## src/rtl/bcd_to_hex.sv

```systemverilog
// ============================================================================
// Module   : bcd_to_hex
// Brief    : Sequential 4-digit packed-BCD to binary converter (reverse double-dabble)
// Revision : 1.0 - initial release
// ============================================================================
`default_nettype none

module bcd_to_hex #(
    parameter logic [1:0] IDLE     = 2'b00,
    parameter logic [1:0] SHIFTING = 2'b01,
    parameter logic [1:0] DONE     = 2'b10
) (
    input  logic        CLK,
    input  logic        RST,
    input  logic        INP_VALID,
    input  logic [15:0] INP_DEC_DATA,
    output logic [15:0] OUT_HEX_DATA,
    output logic        OUT_VALID,
    output logic        OUT_ERR,
    output logic        BUSY
);

    localparam logic [4:0] c_NUM_SHIFTS = 5'd16;

    logic [1:0]  r_state;
    logic [4:0]  r_count;
    logic [31:0] r_work;
    logic        r_err;
    logic [15:0] r_out_hex;
    logic        r_out_valid;
    logic        r_out_err;

    logic [31:0] w_shift;
    logic [31:0] w_next;
    logic [3:0]  w_digit_bad;
    logic        w_in_err;

    assign w_shift       = {1'b0, r_work[31:1]};
    assign w_next[15:0]  = w_shift[15:0];

    // Each BCD nibble that received a carried-in 8 is corrected back by 3 (mod 16).
    generate
        for (genvar gi = 0; gi < 4; gi++) begin : g_nib
            logic [3:0] w_nib;
            assign w_nib = w_shift[16 + 4*gi +: 4];
            assign w_next[16 + 4*gi +: 4] = (w_nib >= 4'h8) ? (w_nib - 4'h3) : w_nib;
            assign w_digit_bad[gi] = (INP_DEC_DATA[4*gi +: 4] > 4'h9);
        end
    endgenerate

    assign w_in_err = |w_digit_bad;

    always_ff @(posedge CLK or negedge RST) begin
        if (!RST) begin
            r_state     <= IDLE;
            r_count     <= 5'd0;
            r_work      <= 32'h0;
            r_err       <= 1'b0;
            r_out_hex   <= 16'h0000;
            r_out_valid <= 1'b0;
            r_out_err   <= 1'b0;
        end else begin
            r_out_valid <= 1'b0;
            case (r_state)
                IDLE: begin
                    if (INP_VALID) begin
                        r_work  <= {INP_DEC_DATA, 16'h0000};
                        r_count <= c_NUM_SHIFTS;
                        r_err   <= w_in_err;
                        r_state <= SHIFTING;
                    end
                end
                SHIFTING: begin
                    if (INP_VALID) begin
                        r_work  <= {INP_DEC_DATA, 16'h0000};
                        r_count <= c_NUM_SHIFTS;
                        r_err   <= w_in_err;
                    end else begin
                        r_work  <= w_next;
                        r_count <= r_count - 5'd1;
                        if (r_count == 5'd1) begin
                            r_state <= DONE;
                        end
                    end
                end
                DONE: begin
                    r_out_hex   <= r_err ? 16'h0000 : r_work[15:0];
                    r_out_err   <= r_err;
                    r_out_valid <= 1'b1;
                    if (INP_VALID) begin
                        r_work  <= {INP_DEC_DATA, 16'h0000};
                        r_count <= c_NUM_SHIFTS;
                        r_err   <= w_in_err;
                        r_state <= SHIFTING;
                    end else begin
                        r_state <= IDLE;
                    end
                end
                default: begin
                    r_state <= IDLE;
                end
            endcase
        end
    end

    assign OUT_HEX_DATA = r_out_hex;
    assign OUT_VALID    = r_out_valid;
    assign OUT_ERR      = r_out_err;
    assign BUSY         = (r_state == SHIFTING) || (r_state == DONE);

endmodule

`default_nettype wire

```

## config.mk

```make
export PLATFORM = sky130hd
export DESIGN_NAME = bcd_to_hex
export DESIGN_NICKNAME = d
export VERILOG_FILES = /design/src/rtl/bcd_to_hex.sv
export SDC_FILE = /design/constraint.sdc
export NUM_CORES = 1
export LEC_CHECK = 0
export CAP_MARGIN = 25
export CORE_MARGIN = 3
export CORE_UTILIZATION = 50
export CTS_CLUSTER_SIZE = 10
export DETAILED_ROUTE_END_ITERATION = 10
export PLACE_DENSITY_LB_ADDON = 0.3
export SKIP_CTS_REPAIR_TIMING = 1
export SYNTH_ARGS = -nofsm -noshare
export SYNTH_HDL_FRONTEND = slang
export SYNTH_SLANG_ARGS = --single-unit
```

## constraint.sdc

```tcl
create_clock -name CLK -period 5.3 [get_ports CLK]
set_input_delay 0.795 -clock CLK [delete_from_list [all_inputs] [get_ports CLK]]
set_output_delay 0.795 -clock CLK [all_outputs]
set_load 0.1 [all_outputs]
```

[Word-level counts from Yosys, hierarchy flattened]
Index checks and enable logic that the tools add are counted.
Cells by class
  shifts and indexed selects: 0
  bitwise logic cells: 0
  order comparisons: 8
  $mul: 0
  eq/ne operators: 7
  muxes and demuxes: 17
  $add $sub $neg: 5
  reductions and logical operators: 9
  div/mod/pow operators: 0
Operator list (number)
  32-bit two-way mux: 2
  32-bit case mux with 2 select lines: 1
  4-bit greater-than comparator, second input constant: 4
  16-bit two-way mux: 1
  4-bit two-way mux: 4
  4-bit >= comparator, second input constant: 3
  4-bit by 2-bit subtractor with 4-bit output, second input constant: 3
  5-bit two-way mux: 2
  5-bit case mux with 2 select lines: 1
  2-bit two-way mux: 3
  2-bit inequality test, second input constant: 3
  2-bit case mux with 3 select lines: 1
  5-bit by 1-bit equality test with 1-bit output, second input constant: 1
  5-bit by 1-bit subtractor with 5-bit output, second input constant: 1
  3-bit by 4-bit >= comparator with 1-bit output, second input constant: 1
  2-bit AND reduction: 2
  4-bit OR reduction: 1
  3-bit by 2-bit subtractor with 4-bit output, second input constant: 1
  3-bit AND reduction: 1
  3-bit OR reduction: 1
  2-bit by 1-bit equality test with 1-bit output, second input constant: 1
  2-bit equality test, second input constant: 1
  2-bit zero test: 1
  1-bit two-way mux: 2
  4 further kinds: 4
Storage, ports and cells
  bits in latches: 0
  output and inout port bits: 19
  bits of input ports: 19
  bits in registers: 58
  bits in writable memories: 0
  logic and storage cells: 53
  memories kept: 0
  memory bits (read-only): 0

[Longest topological paths before layout]
  depth in word-level cells: 4
  mapped depth: 9
  mapped depth without buffers: 6

[Worst setup path before layout]
No wires, ideal clock.
  path kind: flip-flop to output port
  start point: register r_state[0]
  end point: output BUSY
  setup slack: 3.132 ns
  stages on the path, launching flop included: 3
  buffers on the path: 0
  arrival time: 1.373 ns
  data required time: 4.505 ns
  cells stage by stage: dfrtp_1 -> inv_1 -> ha_1
On the way
  cells in the longest elaborated chain, start to end: 2
  elaborated cells on any way between the ends: 3
  those cells by class: eq/ne: 2; reduce/logical: 1
RTL lines
  start, declared: RTL line 25  | logic [1:0] r_state;
  start signal, assigned: RTL line 55  | r_state <= IDLE;
  start signal, assigned: RTL line 70  | r_state <= SHIFTING;
  start signal, assigned: RTL line 82  | r_state <= DONE;
  2-bit by 1-bit equality test with 1-bit output / 2-bit equality test (equally long branches): RTL line 109  | assign BUSY = (r_state == SHIFTING) || (r_state == DONE);
  1-bit logical OR (*): RTL line 109
  end, declared: RTL line 20  | output logic BUSY
Mark *: on every way between the ends. The rest lies on a longest branch, timed or not.

[Worst setup path after layout]
Same ends and word-level chain as after synthesis.

==> out/metrics.cfg <==
[die]
rows=27
initial_core_util=0.5237
die_y_um=82.41
die_area_mm2=0.006791
pin_count=38
design.core.area_mm2=0.005574
die_x_um=82.41

[min_path]
hold_class=flop to flop
hold_depth=2
hold_path_startpoint=r_work[16]
holdPathEnd=r_work[16]

[timing]
fmax_mhz=315.5
hold_ws_ns=0.4888
setup_tns_ns=0
timing.final.hold_violations=0
period_needed_ns=3.170
maxSlewViolCount=0
worstMarginPinSlew_ns=0.9715
rsz0062_at_grt=no
finalSetupViolCount=0
skew_ns=0.005813
slew_headroom=0.3503
timing.final.crit_share=0.5981

[clock_network]
cts.path.max_buffers=2
cts_root_buffer=clkbuf_8
cts.sinks=58
h-tree-depth=3
cts_buffers=9
cts_tree=built
clkSlewWorstSetupHoldPaths_ns=0.06
clk_latency_ns=0.33

[place]
place_congestion=0.7914
io_buffers=37
post-dp-hpwl_mm=3.448

[global_route]
grt_overflow=0
antenna_found_initial=0
grt_pass1_wl_mm=8.811
grt_max_degree=59
grt_pass1_vias=1949
grtUsageTotal=0.1754

[synth]
syn-num-nets=315
syn_avg_cell_area_um2=10.31
ys_ff_latch=58
netlist_area_mm2=0.002919
ys_warn_count=0
ys_types=40
synth_seq_area_share=0.4972
syn_inst=283

[cells_and_area]
final-seq-area_mm2=0.001451
multi_input_comb_area_mm2=0.001244
area_growth_pct=21.13
antenna_cells=0
layout_commonest_cell=dfrtp_1
nNetsFinal=347
layout-drive-gt1-share=0.09718
mostFrequentLayoutCells=dfrtp_1, clkdlybuf4s50_1, o21ai_0, inv_1, nand2_1
fill_cells=461

[pwr]
p_leak_nw=1.536
power_density_mw_per_mm2=533.6
ir_drop_uv=346.9

[detailed_routing]
vias=2059
drc=0
vias_per_cell=5.266
drt-wirelength-per-cell_um=13.28
dr.pass1.iters=4
drtIter0Drc=124
final_antenna_net_count=0
wirelength_mm=5.194

[setup_path]
reg2reg_slack_ns=3.25
critical-path-max-stage-delay_ns=1.13
reg2reg_to=r_count[4]
startpoint_type=flop
worst_setup_path_end_kind=primary output
worstPathRequired_ns=4.51
arrival_ns=2.37
cp_cell_sequence=inv_1 -> ha_1 -> clkdlybuf4s50_1
cp_max_fo=8
crit_slowest_cell=clkdlybuf4s50_1
reg2regPathDepth=5
crit_type=flop to primary output
r2r-start=r_state[0]

[job]
maxCapViolCount=0

[outcome]
status=finished clean

==> cell families after synthesis <==
group	share of synthesized area
muxes	0.03472
DFF	0.4972
xor gates and xnor gates	0.01800
buffers and inverters	0.07929
AOI/OAI and AO/OA	0.1723
adders and majority gates	0.05572
and+or+nand+nor	0.1427
==> per-stage QoR <==
stage | instance area (um^2) | cells | total power [mW] | utilization | worst slack (ns)
detailed placement | 3282 | 376 | 1.372 | 0.5888 | 2.358
global route | 3536 | 391 | 2.015 | 0.6343 | 2.040
finish | 3536 | 391 | 1.887 | 0.6343 | 2.130
CTS | 3536 | 391 | 1.906 | 0.6343 | 2.113
global placement | 3282 | 376 | 1.349 | 0.5888 | 2.473
floorplan | 2919 | 283 | 1.250 | - | 3.132
==> metal layers <==
layer	track usage	part of all wire
met1	0.2121	0.46
met2	0.2853	0.48
met3	0.06182	0.043
met4	0.06977	0.022
met5	0	0
==> flip-flops by register name, summed over array words and instances, names as in the netlist <==
name          count
OUT_HEX_DATA     16
OUT_VALID         1
r_err             1
r_work           32
r_count           5
OUT_ERR           1
r_state           2
==> area by class of cell <==
class,instances,area share
inverters,29,0.03079
repair buffers,40,0.1097
flip-flops and latches,58,0.4105
well taps,72,0.02548
clock inverters,6,0.03680
clock buffers,9,0.03503
multi-input cells,177,0.3517
==> critical path: cells and delay by family (launching register included) <==
kind	cells	cell delay, ns
buf+inv	2	1.24
fa+ha+maj	1	0.29
flops	1	0.51
==> how the worst max path moves through the flow <==
stage	from	end	cells after the start
after floorplan	r_state[0]	BUSY	2
after global placement	INP_VALID	r_count[3]	5
after detailed placement	INP_VALID	r_count[4]	5
after CTS	r_state[0]	BUSY	3
after global routing	r_state[0]	BUSY	3
final	r_state[0]	BUSY	3
==> cell usage after synthesis (all sizes together) <==
master	count	area share
nor2	13	0.031
a22o	16	0.048
o311ai	1	0.0030
nand2	24	0.031
o211ai	2	0.0051
xnor2	6	0.018
nor3	2	0.0073
nand3	4	0.0069
dfrtp	58	0.50
a21o	1	0.0026
mux2i	9	0.031
o221ai	1	0.0030
a311oi	1	0.0030
or4b	1	0.0034
mux2	1	0.0039
a21oi	13	0.022
a41oi	1	0.0030
nand2b	4	0.0086
nor3b	1	0.0026
buf	9	0.029
a32oi	1	0.0030
ha	13	0.056
o21ai	38	0.066
inv	29	0.037
clkbuf	10	0.013
nand3b	13	0.033
nor2b	5	0.011
or3	3	0.0081
o22ai	3	0.013
==> report_power, final <==
group | leakage [nW] | internal [mW] | switching, mW | total (mW)
logic | 0.640 | 0.260 | 0.446 | 0.706
registers | 0.766 | 0.545 | 0.111 | 0.655
clock network | 0.129 | 0.355 | 0.169 | 0.525
total | 1.54 | 1.16 | 0.727 | 1.89
Note: power is estimated with default switching activity, not from simulation.
